===== src/rtl/xform_pipe.sv =====
// rtl/xform_pipe.sv - selectable bit transform with optional invert feeding a stallable, flushable pipeline
module xform_pipe #(
    parameter int WIDTH = 16,
    parameter int DEPTH = 2,
    parameter int ROT   = 1,
    parameter int CNT_W = 8
) (
    input  logic             clk,
    input  logic             rest,
    input  logic             ce,
    input  logic             inv,
    input  logic [1:0]       mode,
    input  logic             flush,
    input  logic             valid_in,
    input  logic [WIDTH-1:0] data_in,
    output logic [WIDTH-1:0] data_out,
    output logic             valid_out,
    output logic [CNT_W-1:0] out_cnt
);

    logic [WIDTH-1:0] t_word;
    logic [WIDTH-1:0] x_word;
    logic [WIDTH-1:0] stage_data [DEPTH];
    logic [DEPTH-1:0] stage_valid;
    logic             last_src_valid;

    // Word transform selected by mode, then optional inversion ahead of stage 0
    always_comb begin
        t_word = data_in;
        case (mode)
            2'b01: begin
                for (int i = 0; i < WIDTH; i++) begin
                    t_word[i] = data_in[WIDTH-1-i];
                end
            end
            2'b10: begin
                for (int i = 0; i < WIDTH; i++) begin
                    t_word[(i + ROT) % WIDTH] = data_in[i];
                end
            end
            2'b11:   t_word = {data_in[WIDTH/2-1:0], data_in[WIDTH-1:WIDTH/2]};
            default: t_word = data_in;
        endcase
        x_word = inv ? ~t_word : t_word;
    end

    // The word about to enter the final stage comes straight from the input when there is only one stage
    if (DEPTH == 1) begin : g_src_in
        assign last_src_valid = valid_in;
    end else begin : g_src_stage
        assign last_src_valid = stage_valid[DEPTH-2];
    end

    // Pipeline stages: flush beats enable, enable beats hold; data moves even for invalid slots
    always_ff @(posedge clk or negedge rest) begin
        if (!rest) begin
            for (int k = 0; k < DEPTH; k++) begin
                stage_data[k] <= '0;
            end
            stage_valid <= '0;
        end else if (flush) begin
            for (int k = 0; k < DEPTH; k++) begin
                stage_data[k] <= '0;
            end
            stage_valid <= '0;
        end else if (ce) begin
            stage_data[0]  <= x_word;
            stage_valid[0] <= valid_in;
            for (int k = 1; k < DEPTH; k++) begin
                stage_data[k]  <= stage_data[k-1];
                stage_valid[k] <= stage_valid[k-1];
            end
        end
    end

    // Saturating count of valid words landing in the final stage; survives flush
    always_ff @(posedge clk or negedge rest) begin
        if (!rest) begin
            out_cnt <= '0;
        end else if (!flush && ce && last_src_valid && (out_cnt != {CNT_W{1'b1}})) begin
            out_cnt <= out_cnt + 1'b1;
        end
    end

    assign data_out  = stage_data[DEPTH-1];
    assign valid_out = stage_valid[DEPTH-1];

endmodule

===== config.mk =====
export PLATFORM = sky130hd
export DESIGN_NAME = xform_pipe
export DESIGN_NICKNAME = d
export VERILOG_FILES = /design/src/rtl/xform_pipe.sv
export SDC_FILE = /design/constraint.sdc
export NUM_CORES = 1
export LEC_CHECK = 0
export BUFFER_PORTS_ARGS = -buffer_cell sky130_fd_sc_hd__buf_2
export CAP_MARGIN = 20
export CORE_ASPECT_RATIO = 0.7
export CORE_UTILIZATION = 45
export CTS_BUF_LIST = sky130_fd_sc_hd__clkbuf_8
export DETAILED_ROUTE_END_ITERATION = 12
export PLACE_DENSITY_LB_ADDON = 0.15
export SLEW_MARGIN = 20
export SYNTH_ARGS = -nofsm -noshare
export SYNTH_HDL_FRONTEND = slang
export SYNTH_SLANG_ARGS = --single-unit

===== constraint.sdc =====
create_clock -name clk -period 1.9 [get_ports clk]
set_clock_uncertainty 0.05 [all_clocks]
set_input_delay 0.19 -clock clk [delete_from_list [all_inputs] [get_ports clk]]
set_output_delay 0.19 -clock clk [all_outputs]
set_load 0.01 [all_outputs]

==> results_tabular.tex <==
\begin{tabular}{lr}
\hline
Metric & Value \\
\hline
\multicolumn{2}{l}{\textbf{Run status}} \\
\quad Outcome & finished clean \\
\multicolumn{2}{l}{\textbf{Worst setup path}} \\
\quad Beginning of the worst register-to-register path & out\_cnt[0]\$\_DFFE\_PN0P\_ \\
\quad Reg-to-reg critical path endpoint & out\_cnt[1]\$\_DFFE\_PN0P\_ \\
\quad Register-to-register path setup slack & 210 ps \\
\quad Critical path's slowest cell & sky130\_fd\_sc\_hd\_\_dfrtp\_1 \\
\quad Worst EP arrival & 1830 ps \\
\quad Worst setup path class & reg -> reg \\
\quad Peak fanout along the critical path & 8 \\
\quad Slowest Stage Delay on Critical Path & 410 ps \\
\quad Data required time of the worst path & 2030 ps \\
\quad Critical path capture point & out\_cnt[1]\$\_DFFE\_PN0P\_ \\
\quad Crit. End Element & register \\
\quad CP Cell Sequence & ha\_1 -> nand3\_1 -> o21ai\_2 -> mux2\_2 \\
\quad Worst setup SP type & register \\
\quad Cell count of the worst reg-to-reg path & 4 \\
\quad Source of the critical timing path & out\_cnt[0]\$\_DFFE\_PN0P\_ \\
\multicolumn{2}{l}{\textbf{Synth}} \\
\quad Post-synthesis net count & 228 \\
\quad Synthesized area divided by synthesized cell count & 12.1 sq um \\
\quad Share of the synthesized area in the top cell type & 0.429 \\
\quad Ranking of synthesized cells by area & sky130\_fd\_sc\_hd\_\_dfrtp\_1 43\%, sky130\_fd\_sc\_hd\_\_mux2i\_1 16\%, sky130\_fd\_sc\_hd\_\_mux4\_1 9.7\% \\
\quad Distinct cells, synth & 27 \\
\quad Synthesized area & 2450 sq um \\
\quad Yosys warning total & 0 \\
\quad Proportion of synthesized chip area in sequential cells & 0.429 \\
\quad Number of instances in the synthesized netlist & 203 \\
\quad Cell type with the highest aggregate area in the netlist & sky130\_fd\_sc\_hd\_\_dfrtp\_1 \\
\quad Number of synthesized register bits & 42 \\
\multicolumn{2}{l}{\textbf{Layout}} \\
\quad Final non-filler cell total & 307 \\
\quad Final design utilization & 0.522 \\
\quad Area Growth Syn to Fin & 11.4\% \\
\quad Net total in the final layout & 259 \\
\quad Diodes inserted & 0 \\
\quad Fraction of layout cells with a size suffix above 1 & 0.294 \\
\quad Most used cells in the layout excluding fill and tap cells & 48 x sky130\_fd\_sc\_hd\_\_buf\_2, 42 x sky130\_fd\_sc\_hd\_\_dfrtp\_1, 40 x sky130\_fd\_sc\_hd\_\_mux2i\_1, 21 x sky130\_fd\_sc\_hd\_\_nor2\_1, 16 x sky130\_fd\_sc\_hd\_\_nand2b\_1 \\
\quad Count of filler cells inserted in the layout & 486 \\
\quad Most common cell after layout, fill and taps aside & sky130\_fd\_sc\_hd\_\_buf\_2 \\
\quad Post-layout instance area & 2730 sq um \\
\multicolumn{2}{l}{\textbf{GRT}} \\
\quad Via count of the first global-routing pass & 1559 \\
\quad Total congestion overflow & 0 \\
\quad Pin count of the biggest net entering global routing & 43 \\
\quad Initial antenna violation count & 0 \\
\quad Gr usage total & 0.180 \\
\quad First-pass GRT wire length & 8020 um \\
\multicolumn{2}{l}{\textbf{Die}} \\
\quad Chip Width & 90.2 um \\
\quad Number of core rows & 22 \\
\quad Std-Cell Core Area & 5230 sq um \\
\quad I/O pin count & 49 \\
\quad Height of the die & 63.7 um \\
\quad Initial cell density of the core & 0.468 \\
\quad Die Footprint & 5740 sq um \\
\multicolumn{2}{l}{\textbf{Timing}} \\
\quad Transition time at the pin with the least slew margin & 538 ps \\
\quad Setup repair after global routing missed its margin & false \\
\quad Worst-case headroom to the max-slew limit & 0.641 \\
\quad Tmin final & 1690 ps \\
\quad Post-route fraction of the period consumed by the critical path & 0.892 \\
\quad Maximum clock rate & 590 MHz \\
\quad Count of endpoints failing hold in the final timing report & 0 \\
\quad Final max-slew violation count & 0 \\
\quad Setup TNS & 0 ps \\
\quad Setup-failing EPs final & 0 \\
\multicolumn{2}{l}{\textbf{Detailed routing}} \\
\quad Via-per-instance ratio & 5.16 \\
\quad Average routed wire per standard cell & 15.3 um \\
\quad Number of violations reported at the end of detailed-routing iteration 0 & 82 \\
\quad Routed vias & 1583 \\
\quad DR DRC count & 0 \\
\quad Number of routed nets with antenna violations & 0 \\
\quad DRT Pass-1 Iters & 4 \\
\quad Detailed-route wire length & 4700 um \\
\multicolumn{2}{l}{\textbf{Clock network}} \\
\quad Max Root-Sink Buffers & 2 \\
\quad Number of H-tree levels & 2 \\
\quad TritonCTS clock tree & done \\
\quad Number of buffers created by CTS & 5 \\
\quad Source-to-sink clock delay at the later pin of the worst-skew pair & 290 ps \\
\quad Root buffer selected by CTS & sky130\_fd\_sc\_hd\_\_clkbuf\_8 \\
\quad \# clock sinks & 42 \\
\quad Post-CTS clock slew at the launch and capture registers of the worst setup and hold paths & 80 ps \\
\quad Setup bufs post-CTS & 0 \\
\multicolumn{2}{l}{\textbf{Power and ir drop}} \\
\quad Power density cells & 765 nW/um\^{}2 \\
\quad Part of the power in combinational logic & 0.181 \\
\quad Switching share of total power & 0.263 \\
\quad Worst voltage drop across the vdd grid & 0.418 mV \\
\quad Overall Power & 0.00209 W \\
\quad Internal power & 0.00154 W \\
\quad Lkg Pwr & 1.41 nW \\
\quad Sequential group share of total power & 0.493 \\
\quad Share of power burned in the clock network & 0.326 \\
\quad P\_sw & 0.000550 W \\
\multicolumn{2}{l}{\textbf{Min path}} \\
\quad Worst min path class & in -> reg \\
\multicolumn{2}{l}{\textbf{Placement}} \\
\quad Final weighted congestion in routability-driven placement & 0.781 \\
\quad Number of placed cells counting well taps & 298 \\
\quad Port Buffer Count & 48 \\
\quad Detailed-placement wirelength estimate & 3280 um \\
\quad Cell area after placement & 2610 sq um \\
\multicolumn{2}{l}{\textbf{Run}} \\
\quad Max-cap viol count & 0 \\
\hline
\end{tabular}
==> cells in the mapped netlist <==
cell	number
sky130_fd_sc_hd__nor2_1	21
sky130_fd_sc_hd__nand3_1	2
sky130_fd_sc_hd__mux4_2	5
sky130_fd_sc_hd__buf_2	6
sky130_fd_sc_hd__inv_1	1
sky130_fd_sc_hd__dfrtp_1	42
sky130_fd_sc_hd__nor4_2	1
sky130_fd_sc_hd__buf_12	1
sky130_fd_sc_hd__xnor2_1	1
sky130_fd_sc_hd__nor3b_2	1
sky130_fd_sc_hd__clkbuf_1	5
sky130_fd_sc_hd__o21ai_0	11
sky130_fd_sc_hd__nand4_1	1
sky130_fd_sc_hd__buf_4	17
sky130_fd_sc_hd__ha_1	1
sky130_fd_sc_hd__buf_1	1
sky130_fd_sc_hd__mux2i_1	40
sky130_fd_sc_hd__o21ai_1	5
sky130_fd_sc_hd__mux4_1	9
sky130_fd_sc_hd__buf_6	1
sky130_fd_sc_hd__o21ai_2	1
sky130_fd_sc_hd__nor3_1	2
sky130_fd_sc_hd__mux2_2	1
sky130_fd_sc_hd__and3b_1	2
sky130_fd_sc_hd__nand2_1	3
sky130_fd_sc_hd__nand2b_1	16
sky130_fd_sc_hd__xor2_1	6
==> cell families after synthesis <==
kind of cell,Yosys count,synth area share
compound gates,17,0.0363
fa+ha+maj,1,0.00511
mux,55,0.311
simple gates,49,0.106
flops,42,0.429
buf+inv,32,0.0879
xor+xnor,7,0.0250
==> metal layers <==
metal  global-route usage  wire length [um]  vias to the layer above
met4               0.0544                48                        0
met3               0.0411               128                        8
met1                0.276              2510                      786
met2                0.251              2020                       22
met5                    0                 0                        -
li1                     -                 -                      767
==> worst min-delay path by stage <==
stage             start                         end  depth (start not counted)
3_5_place_dp       rest      out_cnt[1]$_DFFE_PN0P_                          2
4_1_cts        valid_in  stage_valid[0]$_DFFE_PN0P_                          3
2_1_floorplan      rest     data_out[0]$_DFFE_PN0P_                          0
6_report       valid_in  stage_valid[0]$_DFFE_PN0P_                          3
3_3_place_gp       rest      out_cnt[1]$_DFFE_PN0P_                          2
5_1_grt        valid_in  stage_valid[0]$_DFFE_PN0P_                          3
==> power groups by stage <==
| stage | Combinational [W] | Clock [W] | Sequential [W] |
|---|---|---|---|
| 6_report | 0.000378 | 0.000682 | 0.00103 |
| 5_1_grt | 0.000425 | 0.000744 | 0.00104 |
| 4_1_cts | 0.000386 | 0.000707 | 0.00103 |
| 3_5_place_dp | 0.000384 | 0 | 0.00105 |
| 3_3_place_gp | 0.000380 | 0 | 0.00104 |
| 2_1_floorplan | 0.000260 | 0 | 0.00105 |
==> per-stage QoR <==
step	hold slack, ps	worst slack [ps]
2_1_floorplan	-156	321
3_3_place_gp	241	230
3_5_place_dp	244	214
4_1_cts	90.7	200
5_1_grt	92.4	54.5
6_report	96.6	206
==> worst max-delay path: cells and delay by family, from the launching register on <==
kind	cells	cell delay (ps)
AOI/OAI and AO/OA	1	410
and+or+nand+nor	1	150
DFF	1	410
muxes	1	380
adders and majority gates	1	190
==> area by class of cell <==
cell class	count	area (sq um)	area share
multi-input combinational	129	1180	0.433
sequential	42	1050	0.385
timing repair buffer	55	295	0.108
tap	72	90.1	0.0330
clock buffer	5	68.8	0.0252
clock inverter	3	37.5	0.0138
inverter	1	3.75	0.00138
==> registers in the layout (all words and copies together) (netlist names) <==
name / flops
data_out: 16
out_cnt: 8
stage_data: 16
stage_valid: 2
==> repair_timing <==
action / 4_1_cts / 5_1_grt
hold endpoints to repair: 42 / 0
gates resized for setup: 0 / 0
hold buffers: 1 / 0
Power figures use the tool's default switching activity.
